`src/rtl/hbm_axi_pkg.sv`:
```
// Shared AXI/HBM types and constants for the HBM write-burst splitter.
// Response encodings are ordered so that a numeric max gives AXI precedence.
package hbm_axi_pkg;

    typedef enum logic [1:0] {
        OKAY   = 2'b00,
        EXOKAY = 2'b01,
        SLVERR = 2'b10,
        DECERR = 2'b11
    } resp_e;

    localparam logic [1:0] AXI_BURST_INCR = 2'b01;
    localparam int HBM_MAX_BEATS = 16;
    localparam int HBM_4KB = 4096;
    localparam int HBM_ID_MAX_W = 16;

    typedef struct packed {
        logic [7:0] len;
    } w_info_t;

    typedef struct packed {
        logic [8:0]              nsub;
        logic [HBM_ID_MAX_W-1:0] id;
    } b_info_t;

    function automatic resp_e resp_max(input resp_e a, input resp_e b);
        return (a > b) ? a : b;
    endfunction

endpackage

```
`src/rtl/burst_info_fifo.sv`:
```
// Small synchronous FIFO for per-burst bookkeeping.
// Push while full and pop while empty are ignored; push+pop together is legal.
module burst_info_fifo #(
    parameter int WIDTH = 8,
    parameter int DEPTH = 8
) (
    input  logic             clk_i,
    input  logic             rst_i,
    input  logic             push_i,
    input  logic [WIDTH-1:0] din_i,
    input  logic             pop_i,
    output logic [WIDTH-1:0] dout_o,
    output logic             full_o,
    output logic             empty_o
);

    localparam int PW = (DEPTH > 1) ? $clog2(DEPTH) : 1;
    localparam logic [PW-1:0] LAST = PW'(DEPTH - 1);

    logic [WIDTH-1:0] mem_q [DEPTH];
    logic [PW-1:0]    wptr_q, wptr_d;
    logic [PW-1:0]    rptr_q, rptr_d;
    logic [PW:0]      cnt_q, cnt_d;
    logic             wr_en, rd_en;

    assign full_o  = (cnt_q == (PW+1)'(DEPTH));
    assign empty_o = (cnt_q == '0);
    assign wr_en   = push_i & ~full_o;
    assign rd_en   = pop_i & ~empty_o;
    assign dout_o  = mem_q[rptr_q];

    always_comb begin
        wptr_d = wptr_q;
        rptr_d = rptr_q;
        cnt_d  = cnt_q;
        if (wr_en) begin
            wptr_d = (wptr_q == LAST) ? '0 : wptr_q + PW'(1);
        end
        if (rd_en) begin
            rptr_d = (rptr_q == LAST) ? '0 : rptr_q + PW'(1);
        end
        unique case ({wr_en, rd_en})
            2'b10:   cnt_d = cnt_q + (PW+1)'(1);
            2'b01:   cnt_d = cnt_q - (PW+1)'(1);
            default: cnt_d = cnt_q;
        endcase
    end

    always_ff @(posedge clk_i or posedge rst_i) begin
        if (rst_i) begin
            wptr_q <= '0;
            rptr_q <= '0;
            cnt_q  <= '0;
        end else begin
            wptr_q <= wptr_d;
            rptr_q <= rptr_d;
            cnt_q  <= cnt_d;
        end
    end

    always_ff @(posedge clk_i) begin
        if (wr_en) begin
            mem_q[wptr_q] <= din_i;
        end
    end

endmodule

```
`src/rtl/hbm_wr_burst_splitter.sv`:
```
// Splits QDMA AXI4 INCR write bursts into HBM-legal sub-bursts and merges B.
// Define HBM_SPLIT_STATS_EN to add saturating burst/sub-burst/error counters.
module hbm_wr_burst_splitter
    import hbm_axi_pkg::*;
#(
    parameter int ADDR_W    = 33,
    parameter int DATA_W    = 256,
    parameter int ID_W      = 6,
    parameter int MAX_BEATS = HBM_MAX_BEATS,
    parameter int OUT_DEPTH = 8
) (
    input  logic                qdma_clk,
    input  logic                areset,

    input  logic                s_awvalid,
    output logic                s_awready,
    input  logic [ADDR_W-1:0]   s_awaddr,
    input  logic [7:0]          s_awlen,
    input  logic [ID_W-1:0]     s_awid,

    input  logic                s_wvalid,
    output logic                s_wready,
    input  logic [DATA_W-1:0]   s_wdata,
    input  logic [DATA_W/8-1:0] s_wstrb,
    input  logic                s_wlast,

    output logic                s_bvalid,
    input  logic                s_bready,
    output logic [1:0]          s_bresp,
    output logic [ID_W-1:0]     s_bid,

    output logic                m_awvalid,
    input  logic                m_awready,
    output logic [ADDR_W-1:0]   m_awaddr,
    output logic [7:0]          m_awlen,
    output logic [ID_W-1:0]     m_awid,
    output logic [2:0]          m_awsize,
    output logic [1:0]          m_awburst,

    output logic                m_wvalid,
    input  logic                m_wready,
    output logic [DATA_W-1:0]   m_wdata,
    output logic [DATA_W/8-1:0] m_wstrb,
    output logic                m_wlast,

    input  logic                m_bvalid,
    output logic                m_bready,
    input  logic [1:0]          m_bresp,
    input  logic [ID_W-1:0]     m_bid
`ifdef HBM_SPLIT_STATS_EN
    ,
    output logic [31:0]         stat_bursts,
    output logic [31:0]         stat_subbursts,
    output logic [15:0]         stat_errs
`endif
);

    localparam int BYTES = DATA_W / 8;
    localparam int SUB_W = $clog2(MAX_BEATS);
    localparam int CNT_W = (SUB_W > 0) ? SUB_W : 1;
    localparam logic [ADDR_W-1:0] STRIDE = ADDR_W'(MAX_BEATS * BYTES);
    localparam logic [8:0] MB9 = 9'(MAX_BEATS);
    localparam logic [CNT_W-1:0] SUB_LAST = CNT_W'(MAX_BEATS - 1);

    typedef enum logic {
        AW_IDLE,
        AW_ISSUE
    } aw_state_e;

    aw_state_e         state_q, state_d;
    logic [ADDR_W-1:0] addr_q, addr_d;
    logic [8:0]        rem_q, rem_d;
    logic [ID_W-1:0]   id_q, id_d;
    logic              up_q;

    w_info_t w_push, w_head;
    b_info_t b_push, b_head;
    logic    wf_full, wf_empty, wf_pop;
    logic    bf_full, bf_empty, bf_pop;
    logic    aw_fire;

    assign aw_fire = s_awvalid & s_awready;
    assign w_push  = '{len: s_awlen};
    assign b_push  = '{nsub: 9'(s_awlen >> SUB_W) + 9'd1,
                       id:   HBM_ID_MAX_W'(s_awid)};

    burst_info_fifo #(
        .WIDTH ($bits(w_info_t)),
        .DEPTH (OUT_DEPTH)
    ) u_wfifo (
        .clk_i   (qdma_clk),
        .rst_i   (areset),
        .push_i  (aw_fire),
        .din_i   (w_push),
        .pop_i   (wf_pop),
        .dout_o  (w_head),
        .full_o  (wf_full),
        .empty_o (wf_empty)
    );

    burst_info_fifo #(
        .WIDTH ($bits(b_info_t)),
        .DEPTH (OUT_DEPTH)
    ) u_bfifo (
        .clk_i   (qdma_clk),
        .rst_i   (areset),
        .push_i  (aw_fire),
        .din_i   (b_push),
        .pop_i   (bf_pop),
        .dout_o  (b_head),
        .full_o  (bf_full),
        .empty_o (bf_empty)
    );

    // up_q keeps the ready outputs low through reset and its first cycle out
    always_ff @(posedge qdma_clk or posedge areset) begin
        if (areset) begin
            up_q <= 1'b0;
        end else begin
            up_q <= 1'b1;
        end
    end

    always_comb begin
        state_d   = state_q;
        addr_d    = addr_q;
        rem_d     = rem_q;
        id_d      = id_q;
        s_awready = 1'b0;
        m_awvalid = 1'b0;
        unique case (state_q)
            AW_IDLE: begin
                s_awready = up_q & ~wf_full & ~bf_full;
                if (s_awvalid && s_awready) begin
                    addr_d  = s_awaddr;
                    rem_d   = {1'b0, s_awlen} + 9'd1;
                    id_d    = s_awid;
                    state_d = AW_ISSUE;
                end
            end
            AW_ISSUE: begin
                m_awvalid = 1'b1;
                if (m_awready) begin
                    addr_d = addr_q + STRIDE;
                    rem_d  = (rem_q > MB9) ? rem_q - MB9 : '0;
                    if (rem_q <= MB9) begin
                        state_d = AW_IDLE;
                    end
                end
            end
            default: state_d = AW_IDLE;
        endcase
    end

    always_ff @(posedge qdma_clk or posedge areset) begin
        if (areset) begin
            state_q <= AW_IDLE;
            addr_q  <= '0;
            rem_q   <= '0;
            id_q    <= '0;
        end else begin
            state_q <= state_d;
            addr_q  <= addr_d;
            rem_q   <= rem_d;
            id_q    <= id_d;
        end
    end

    assign m_awaddr  = addr_q;
    assign m_awid    = id_q;
    assign m_awlen   = (rem_q > MB9) ? 8'(MAX_BEATS - 1)
                                     : 8'(rem_q - 9'd1);
    assign m_awsize  = 3'($clog2(BYTES));
    assign m_awburst = AXI_BURST_INCR;

    logic [8:0]       beat_q, beat_d;
    logic [CNT_W-1:0] sub_q, sub_d;
    logic             w_fire, beat_last, sub_last;

    assign m_wvalid  = s_wvalid & ~wf_empty;
    assign s_wready  = m_wready & ~wf_empty;
    assign m_wdata   = s_wdata;
    assign m_wstrb   = s_wstrb;
    assign w_fire    = m_wvalid & m_wready;
    assign beat_last = (beat_q == {1'b0, w_head.len});
    assign sub_last  = (sub_q == SUB_LAST);
    assign m_wlast   = sub_last | beat_last;
    assign wf_pop    = w_fire & beat_last;

    always_comb begin
        beat_d = beat_q;
        sub_d  = sub_q;
        if (w_fire) begin
            if (beat_last) begin
                beat_d = '0;
                sub_d  = '0;
            end else begin
                beat_d = beat_q + 9'd1;
                sub_d  = sub_last ? '0 : sub_q + CNT_W'(1);
            end
        end
    end

    always_ff @(posedge qdma_clk or posedge areset) begin
        if (areset) begin
            beat_q <= '0;
            sub_q  <= '0;
        end else begin
            beat_q <= beat_d;
            sub_q  <= sub_d;
        end
    end

    logic            s_bvalid_q, s_bvalid_d;
    resp_e           s_bresp_q, s_bresp_d;
    logic [ID_W-1:0] s_bid_q, s_bid_d;
    logic [8:0]      bcnt_q, bcnt_d;
    resp_e           acc_q, acc_d;
    resp_e           merged;
    logic            b_fire, b_done;

    // a stalled merged response blocks further HBM responses
    assign m_bready = up_q & (~s_bvalid_q | s_bready);
    assign b_fire   = m_bvalid & m_bready;
    assign merged   = resp_max(acc_q, resp_e'(m_bresp));
    assign b_done   = b_fire & ((bcnt_q + 9'd1) == b_head.nsub);
    assign bf_pop   = b_done;

    always_comb begin
        s_bvalid_d = s_bvalid_q;
        s_bresp_d  = s_bresp_q;
        s_bid_d    = s_bid_q;
        bcnt_d     = bcnt_q;
        acc_d      = acc_q;
        if (s_bvalid_q && s_bready) begin
            s_bvalid_d = 1'b0;
        end
        if (b_fire) begin
            if (b_done) begin
                s_bvalid_d = 1'b1;
                s_bresp_d  = merged;
                s_bid_d    = ID_W'(b_head.id);
                bcnt_d     = '0;
                acc_d      = OKAY;
            end else begin
                bcnt_d = bcnt_q + 9'd1;
                acc_d  = merged;
            end
        end
    end

    always_ff @(posedge qdma_clk or posedge areset) begin
        if (areset) begin
            s_bvalid_q <= 1'b0;
            s_bresp_q  <= OKAY;
            s_bid_q    <= '0;
            bcnt_q     <= '0;
            acc_q      <= OKAY;
        end else begin
            s_bvalid_q <= s_bvalid_d;
            s_bresp_q  <= s_bresp_d;
            s_bid_q    <= s_bid_d;
            bcnt_q     <= bcnt_d;
            acc_q      <= acc_d;
        end
    end

    assign s_bvalid = s_bvalid_q;
    assign s_bresp  = s_bresp_q;
    assign s_bid    = s_bid_q;

    // HBM answers in order per port, so the returned B id carries no information
    logic unused_sig;
    assign unused_sig = ^{m_bid, b_head.id, bf_empty};

`ifdef HBM_SPLIT_STATS_EN
    logic [31:0] stat_bursts_q, stat_subbursts_q;
    logic [15:0] stat_errs_q;

    always_ff @(posedge qdma_clk or posedge areset) begin
        if (areset) begin
            stat_bursts_q    <= '0;
            stat_subbursts_q <= '0;
            stat_errs_q      <= '0;
        end else begin
            if (aw_fire && !(&stat_bursts_q)) begin
                stat_bursts_q <= stat_bursts_q + 32'd1;
            end
            if (m_awvalid && m_awready && !(&stat_subbursts_q)) begin
                stat_subbursts_q <= stat_subbursts_q + 32'd1;
            end
            if (s_bvalid_q && s_bready && (s_bresp_q >= SLVERR)
                && !(&stat_errs_q)) begin
                stat_errs_q <= stat_errs_q + 16'd1;
            end
        end
    end

    assign stat_bursts    = stat_bursts_q;
    assign stat_subbursts = stat_subbursts_q;
    assign stat_errs      = stat_errs_q;
`endif

`ifndef SYNTHESIS
    a_wlast_match: assert property (
        @(posedge qdma_clk) disable iff (areset)
        w_fire |-> (s_wlast == beat_last)
    );
`else
    logic unused_wlast;
    assign unused_wlast = s_wlast;
`endif

endmodule

```
`config.mk`:
```
export PLATFORM = sky130hd
export DESIGN_NAME = hbm_wr_burst_splitter
export DESIGN_NICKNAME = d
export VERILOG_FILES = /design/src/rtl/hbm_axi_pkg.sv /design/src/rtl/burst_info_fifo.sv /design/src/rtl/hbm_wr_burst_splitter.sv
export SDC_FILE = /design/constraint.sdc
export NUM_CORES = 1
export LEC_CHECK = 0
export CORE_AREA = 10 10 267 269
export DETAILED_ROUTE_END_ITERATION = 10
export DIE_AREA = 0 0 277 279
export GPL_ROUTABILITY_DRIVEN = 0
export HOLD_SLACK_MARGIN = 0.12
export PLACE_DENSITY_LB_ADDON = 0.15
export SETUP_SLACK_MARGIN = 0.5
export SYNTH_ARGS = -nofsm -noshare
export SYNTH_HDL_FRONTEND = slang
export SYNTH_HIERARCHICAL = 1
export SYNTH_SLANG_ARGS = --single-unit
```
`constraint.sdc`:
```
create_clock -name qdma_clk -period 16.7 [get_ports qdma_clk]
set_clock_uncertainty 0.15 [all_clocks]
set_input_delay 1.67 -clock qdma_clk [delete_from_list [all_inputs] [get_ports qdma_clk]]
set_output_delay 1.67 -clock qdma_clk [all_outputs]
set_load 0.005 [all_outputs]
```
==> results.json, run 1 <==
{
  "status": "completed",
  "syn_area_mm2": 0.0157,
  "grt_setup_unrepaired": "false",
  "tns_ps": 0,
  "cts_tree": "yes",
  "die_x_um": 277,
  "vdd_drop_max_mv": 0.0717,
  "grt_usage_pct": 15.2,
  "synthCells": 1283,
  "synthToLayoutAreaGrowth_pct": 8.39,
  "first_global_vias": 9297,
  "nets": 1527,
  "r2r-end": "u_bfifo/cnt_q[3]",
  "setup_slack_ps": 10790,
  "first_pass_iters": 4,
  "n_fill_cell": 6854,
  "r2r_cells": 14,
  "first_iter_violations": 409,
  "rows": 94,
  "ioPinCount": 707,
  "worstMarginPinSlew_ps": 1030,
  "period_share_pct": 35.4,
  "hold_viol": 0,
  "critPathMaxFanout": 33,
  "grt_pass1_wl_mm": 82.3,
  "clockBufferDepth": 3,
  "postCtsSetupRepairBufs": 0,
  "ant_nets": 0,
  "dieHeight_um": 279,
  "slowest_stage": "nor4bb_1",
  "vias_per_cell": 4.39,
  "layout_common_cells": "edfxtp_1 (184), clkdlybuf4s50_1 (118), nand2_1 (113)",
  "p_per_area_mw_per_mm2": 131,
  "clock_sinks": 287,
  "required_ps": 16960,
  "critical_path.most_common_cell": "ha_1",
  "clk_latency_ps": 550,
  "dp_hpwl_mm": 47.4,
  "power_leakage_nw": 6.17,
  "regToRegStartpoint": "u_bfifo/rptr_q[0]",
  "syn_avg_cell_area_um2": 12.3,
  "hold_class": "flop to flop",
  "cp-start-kind": "flop",
  "cts-resized-gates": 0,
  "crit_chain": "buf_4 -> mux4_1 -> mux2_2 -> xor2_1 -> o211a_1 -> a2111oi_4 -> nor4bb_1 -> o41ai_2 -> inv_1 -> ha_1 -> ha_1 -> or4b_2 -> o311ai_0 -> o211ai_1",
  "final_common_cell": "edfxtp_1",
  "whs_ps": 327,
  "drv_slew": 0,
  "core_area_mm2": 0.0656,
  "cts_hold_buf": 0,
  "ys_warn_count": 6,
  "reg2reg_slack_ps": 10790,
  "antenna_found_initial": 0,
  "cap_violations": 0,
  "fmax_ghz": 0.169,
  "cts_root_buf": "clkbuf_16",
  "drive_gt1_share_pct": 12.9,
  "antenna_cells": 0,
  "hold_end": "m_awaddr[3]",
  "max_slew_margin_pct": 30.4,
  "worstSetupEndpointType": "flop",
  "vias": 8948,
  "setup_viol": 0,
  "fin_crit_ps": 5910,
  "htreeDepth": 2,
  "pre_cts_ws_ps": 10530,
  "start_util_pct": 24.0,
  "whs_path_depth": 2,
  "wl_per_cell_um": 29.9,
  "design.die.area_mm2": 0.0773,
  "dpl-instance-area_mm2": 0.0159,
  "critPathKind": "flop to flop",
  "numCtsBuffers": 36,
  "cpPeakStageDelay_ps": 930,
  "gr-total-overflow": 0,
  "final_cell_area_mm2": 0.0170,
  "drt_wl_total_mm": 61.0,
  "path_clk_slew_ps": 60,
  "drc": 0,
  "critical_path_arrival_ps": 6170,
  "grt_max_degree": 62,
  "hold_start": "m_awaddr[3]",
  "io_buffers": 118
}
-- registers in the layout, summed over array words and instances (netlist names), 2 cells and up --
name	flops
u_wfifo/rptr_q	3
u_wfifo/wptr_q	3
m_awid	6
u_bfifo/mem_q	120
s_bresp	2
bcnt_q	9
u_bfifo/cnt_q	4
u_bfifo/wptr_q	3
u_bfifo/rptr_q	3
u_wfifo/cnt_q	4
acc_q	2
beat_q	9
u_wfifo/mem_q	64
sub_q	4
rem_q	9
s_bid	6
m_awaddr	33
-- where the power goes --
group / internal (mW) / leakage, nW / total, mW / switching [mW]
registers: 0.850 / 2.96 / 0.975 / 0.125
clock network: 0.483 / 0.583 / 0.798 / 0.315
logic: 0.247 / 2.62 / 0.466 / 0.219
-- metrics by stage --
step	util [%]	power [mW]	cells
after floorplan	-	1.29	1319
after global placement	24.2	1.46	1973
after detailed placement	24.2	1.46	1973
after CTS	26.0	2.28	2039
after global routing	26.0	2.38	2039
final	26.0	2.24	2039
-- critical path, delay by kind of cell (launching register included) --
family / cells / cell delay, ps
fa+ha+maj: 2 / 660
mux: 2 / 1040
flops: 1 / 320
xor+xnor: 1 / 170
compound gates: 5 / 1250
buf+inv: 2 / 620
simple gates: 2 / 1540
-- routing by layer --
layer	share of wire [%]	vias to the layer above	routed length, um	track usage, %
met2	39	524	23600	19.7
li1	-	3995	-	-
met4	3.4	6	2060	5.51
met5	0.41	-	248	3.25
met1	33	4264	19900	14.2
met3	25	159	15100	18.0
-- layout make-up --
class / instances / area [um^2] / share of cell area, %
clock buffer: 47 / 952 / 5.59
clock inverter: 19 / 243 / 1.42
multi-input combinational: 654 / 5230 / 30.7
inverter: 34 / 130 / 0.763
sequential: 287 / 8110 / 47.5
timing repair buffer: 134 / 1300 / 7.63
tap: 864 / 1080 / 6.34
-- how the worst max path moves through the flow --
| stage | startpoint | endpoint | slack [ps] | cells after the start |
|---|---|---|---|---|
| after floorplan | s_awvalid | u_bfifo/mem_q[0][0] | 11300 | 8 |
| after detailed placement | m_bvalid | u_bfifo/cnt_q[3] | 10530 | 12 |
| after global routing | u_bfifo/rptr_q[0] | u_bfifo/cnt_q[3] | 10430 | 15 |
| after global placement | s_bready | u_bfifo/cnt_q[3] | 10500 | 12 |
| final | u_bfifo/rptr_q[0] | u_bfifo/cnt_q[3] | 10790 | 14 |
| after CTS | u_bfifo/rptr_q[0] | u_bfifo/cnt_q[3] | 10670 | 14 |
Power figures use the tool's default switching activity.
==> inputs of run 2 (changes only) <==
clock period = 4.8 ns   (was 16.7 ns; I/O delays follow)
==> results.json, run 2 (synthesized netlist as in run 1, its figures left out) <==
{
  "instances_no_fill": 2090,
  "antenna_found_initial": 0,
  "grtUsageMet2_pct": 20.4,
  "switchingPower_mw": 2.34,
  "numCtsBuffers": 36,
  "grt_max_degree": 53,
  "worstMarginPinSlew_ps": 927,
  "dieHeight_um": 279,
  "critPathKind": "flop to flop",
  "ant_nets": 0,
  "cap_violations": 0,
  "slowest_stage": "mux4_2",
  "busiest_layer": "met2",
  "intPower_mw": 5.73,
  "cts_tree": "yes",
  "core_area_mm2": 0.0656,
  "rows": 94,
  "path_clk_slew_ps": 60,
  "die_x_um": 277,
  "top_register": "u_bfifo/mem_q",
  "gr-total-overflow": 0,
  "hold_class": "input port to asynchronous set/reset pin",
  "drv_slew": 0,
  "setup_slack_ps": 601,
  "drive_gt1_share_pct": 18.7,
  "pre_cts_ws_ps": 149,
  "crit_chain": "buf_12 -> buf_16 -> mux4_2 -> mux2_4 -> xnor2_4 -> a211o_1 -> a21oi_2 -> nor2_2 -> nor4bb_4 -> buf_4 -> o41ai_2 -> inv_1 -> ha_4 -> buf_6 -> ha_4 -> a21oi_2 -> mux2_4 -> o211ai_1",
  "antenna_cells": 0,
  "fin_crit_ps": 4200,
  "combPwrFrac_pct": 21.0,
  "n_fill_cell": 6788,
  "vias_per_cell": 4.38,
  "final_cell_area_mm2": 0.0178,
  "final_core_util_pct": 27.1,
  "critical_path_arrival_ps": 4500,
  "dp_hpwl_mm": 49.3,
  "wl_per_cell_um": 30.7,
  "clockBufferDepth": 3,
  "total_power_mw": 8.06,
  "grt_setup_unrepaired": "true",
  "tns_ps": 0,
  "ioPinCount": 707,
  "use_met1_pct": 15.8,
  "switching_share_pct": 29.0,
  "cts_root_buf": "clkbuf_16",
  "clock_sinks": 287,
  "nets": 1578,
  "htreeDepth": 2,
  "design.die.area_mm2": 0.0773,
  "cpPeakStageDelay_ps": 510,
  "first_global_vias": 9598,
  "fmax_ghz": 0.238,
  "worstSetupEndpointType": "flop",
  "synthToLayoutAreaGrowth_pct": 13.3,
  "vias": 9156,
  "start_util_pct": 24.0,
  "final_common_cell": "edfxtp_1",
  "io_buffers": 118,
  "dp_cells": 1994,
  "layout_common_cells": "edfxtp_1 (184), clkdlybuf4s50_1 (118), nand2_1 (113)",
  "grt_usage_pct": 15.9,
  "power_frac_clock_pct": 36.9,
  "drt_wl_total_mm": 64.2,
  "power_leakage_nw": 6.55,
  "max_slew_margin_pct": 38.1,
  "setup_viol": 0,
  "largest_register_ffs": 120,
  "p_per_area_mw_per_mm2": 453,
  "whs_ps": 257,
  "status": "completed",
  "clk_latency_ps": 570,
  "grt_pass1_wl_mm": 86.5,
  "first_pass_iters": 4,
  "met3_usage_pct": 17.5,
  "critPathMaxFanout": 6,
  "hold_viol": 0,
  "dpl-instance-area_mm2": 0.0160,
  "vdd_drop_max_mv": 0.232,
  "drc": 0,
  "required_ps": 5100,
  "first_iter_violations": 485,
  "cp-start-kind": "flop",
  "period_share_pct": 87.5,
  "seqPwrFrac_pct": 42.2
}
[run 2: cell types whose count changed in the layout (fill, tap and decap cells not counted), moves of 5 or more]
| cell | previous run | this run |
|---|---|---|
| buf_12 | 0 | 5 |
| buf_4 | 16 | 54 |
| mux2_2 | 23 | 13 |
| mux2_4 | 17 | 27 |
| mux4_1 | 27 | 21 |
| mux4_2 | 19 | 25 |
[run 2: path summary, 6_finish.rpt]
| check | from | end | slack [ps] | cells after the start |
|---|---|---|---|---|
| hold reg to reg | m_awaddr[7] | m_awaddr[7] | 330 | 2 |
| setup / recovery | u_bfifo/rptr_q[0] | u_bfifo/cnt_q[3] | 600 | 18 |
| hold / removal | areset | u_bfifo/rptr_q[1] | 260 | 2 |
| setup reg to reg | u_bfifo/rptr_q[0] | u_bfifo/cnt_q[3] | 600 | 18 |
| min in group qdma_clk | s_awaddr[3] | m_awaddr[3] | 310 | 3 |
| max in group asynchronous | areset | m_awid[0] | 3220 | 3 |
[run 2: critical path, delay by kind of cell (launching register included)]
kind | cells | cell delay, ps
AO/OA/AOI/OAI | 5 | 810
AND/OR/NAND/NOR | 2 | 390
XOR/XNOR | 1 | 150
multiplexers | 3 | 1120
flip-flops | 1 | 440
buffers and inverters | 5 | 660
adder cells (fa/ha/maj) | 2 | 350
[run 2: final cells by class]
type,instances,area [um^2],area share (%)
flip-flops and latches,287,8110,45.5
multi-input cells,656,5410,30.4
repair buffers,183,1790,10.0
well taps,864,1080,6.07
clock buffers,45,955,5.36
clock inverters,21,342,1.92
inverters,34,130,0.731
[run 2: what timing repair did]
item	4_1_cts	5_1_grt
endpoints found under the setup margin	4	21
gates resized for setup	32	18
hold buffers	0	0
setup buffers	19	7
pin swaps	12	14
cloned	2	2
[run 2: power groups by stage]
stage,logic (mW),registers [mW],clock network (mW)
floorplan,1.18,3.31,0
global placement,1.65,3.43,0
detailed placement,1.67,3.43,0
CTS,1.71,3.40,3.09
global route,1.91,3.47,3.17
finish,1.69,3.40,2.97
[run 2: routing by layer]
metal | share of wire (%) | vias up | wire length [um]
met4 | 3.2 | 12 | 2060
met1 | 34 | 4370 | 22100
li1 | - | 4090 | -
met2 | 38 | 545 | 24500
met3 | 23 | 139 | 14900
met5 | 0.87 | - | 559
==> inputs of run 3 (changes only) <==
==> constraint.sdc (replaced) <==
create_clock -name qdma_clk -period 4.8 [get_ports qdma_clk]
set_clock_uncertainty 0.15 [all_clocks]
set_input_delay 1.2 -clock qdma_clk [delete_from_list [all_inputs] [get_ports qdma_clk]]
set_output_delay 1.2 -clock qdma_clk [all_outputs]
set_load 0.005 [all_outputs]
==> results.json, run 3 (synthesized netlist as in run 1, its figures left out) <==
{
  "setup_viol": 0,
  "worstMarginPinSlew_ps": 790,
  "critical_path_arrival_ps": 2870,
  "reg2reg_slack_ps": 630,
  "power_leakage_nw": 6.53,
  "grt_pass1_wl_mm": 84.7,
  "hold_class": "flop to flop",
  "grt_usage_pct": 15.6,
  "multi_input_area_mm2": 0.00544,
  "cts_tree": "yes",
  "grt_max_degree": 52,
  "design.die.area_mm2": 0.0773,
  "ant_nets": 0,
  "whs_ps": 323,
  "vias": 9275,
  "clock_sinks": 287,
  "period_share_pct": 88.0,
  "drive_gt1_share_pct": 19.4,
  "slowest_stage": "mux4_2",
  "rows": 94,
  "first_global_vias": 9428,
  "drt_wl_total_mm": 62.9,
  "first_iter_violations": 485,
  "register_area_mm2": 0.00811,
  "route.met2.wl_mm": 24.3,
  "grt_setup_unrepaired": "true",
  "largest_register_ffs": 120,
  "dp_hpwl_mm": 48.8,
  "gr-total-overflow": 0,
  "wl_per_cell_um": 30.0,
  "ioPinCount": 707,
  "wl_met3_mm": 15.6,
  "final_core_util_pct": 27.1,
  "required_ps": 3450,
  "dieHeight_um": 279,
  "start_util_pct": 24.0,
  "first_pass_iters": 4,
  "vias_per_cell": 4.41,
  "max_slew_margin_pct": 47.2,
  "htreeDepth": 2,
  "cap_violations": 0,
  "pre_cts_ws_ps": 242,
  "path_clk_slew_ps": 60,
  "n_fill_cell": 6791,
  "clk_latency_ps": 560,
  "cts_hold_buf": 0,
  "numCtsBuffers": 37,
  "hold_viol": 0,
  "nets": 1587,
  "fmax_ghz": 0.237,
  "cp-start-kind": "flop",
  "antenna_found_initial": 0,
  "p_per_area_mw_per_mm2": 441,
  "top_layer": "met5",
  "status": "completed",
  "critPathMaxFanout": 9,
  "critPathKind": "flop to output pin",
  "die_x_um": 277,
  "top_register": "u_bfifo/mem_q",
  "final_common_cell": "edfxtp_1",
  "cts_root_buf": "clkbuf_16",
  "tns_ps": 0,
  "io_buffers": 118,
  "met1Wirelength_mm": 20.8,
  "setup_slack_ps": 578,
  "cpPeakStageDelay_ps": 500,
  "vdd_drop_max_mv": 0.245,
  "crit_chain": "buf_12 -> buf_16 -> mux4_2 -> mux2_4 -> xnor2_1 -> nand4_1 -> nor4_2 -> buf_4 -> a31o_4 -> buf_6",
  "worstSetupEndpointType": "output pin",
  "drv_slew": 0,
  "fin_crit_ps": 4220,
  "drc": 0,
  "clockBufferDepth": 3,
  "synthToLayoutAreaGrowth_pct": 13.2,
  "layout_common_cells": "edfxtp_1 (184), clkdlybuf4s50_1 (117), nand2_1 (113)",
  "core_area_mm2": 0.0656
}
-- run 3: worst max-delay path, delay by kind of cell (launching register included) --
family | cells | cell delay (ps)
muxes | 2 | 800
xor gates and xnor gates | 1 | 130
DFF | 1 | 410
AOI/OAI and AO/OA | 1 | 100
and+or+nand+nor | 2 | 350
buffers and inverters | 4 | 510
-- run 3: report_power, final --
| part | internal, mW | leakage, nW | total [mW] | switching [mW] |
|---|---|---|---|---|
| Clock | 1.60 | 0.567 | 2.70 | 1.10 |
| Sequential | 2.96 | 2.96 | 3.41 | 0.450 |
| Combinational | 0.955 | 3.00 | 1.74 | 0.781 |
| Total | 5.51 | 6.53 | 7.85 | 2.33 |
-- run 3: area by class of cell --
cell class / count / share of cell area [%]
Tap cell: 864 / 6.07
Antenna cell: 1 / 0.0141
Clock inverter: 17 / 1.02
Clock buffer: 51 / 5.49
Timing Repair Buffer: 193 / 10.6
Sequential cell: 287 / 45.5
Inverter: 34 / 0.731
Multi-Input combinational cell: 654 / 30.6
-- run 3: what timing repair did --
action | 4_1_cts | 5_1_grt
setup endpoints to repair | 9 | 8
gates resized for setup | 31 | 23
hold endpoints to repair | 0 | 0
gates cloned | 2 | 0
pin swaps | 6 | 10
setup buffers | 16 | 13
-- run 3: metrics by stage --
stage	cells	power (mW)	instance area, um^2
4_1_cts	2087	7.95	17600
3_5_place_dp	2001	5.11	16100
6_report	2101	7.85	17800
5_1_grt	2100	8.33	17800
2_1_floorplan	1319	4.49	15900
3_3_place_gp	2001	5.09	16100
-- run 3: layer usage --
| layer | GRT usage, % | up-vias |
|---|---|---|
| met5 | 3.44 | - |
| met4 | 5.44 | 12 |
| met3 | 18.2 | 145 |
| met2 | 20.4 | 595 |
| met1 | 14.8 | 4392 |
| li1 | - | 4131 |
-- run 3: worst paths after layout --
check | from | end | cells after the start
max | u_wfifo/rptr_q[0] | m_wlast | 10
min | m_awaddr[8] | m_awaddr[8] | 2
max reg2reg | u_bfifo/rptr_q[0] | u_bfifo/cnt_q[3] | 17
min reg2reg | m_awaddr[8] | m_awaddr[8] | 2
max in group asynchronous | areset | bcnt_q[8] | 3
min in group asynchronous | areset | u_wfifo/cnt_q[1] | 2
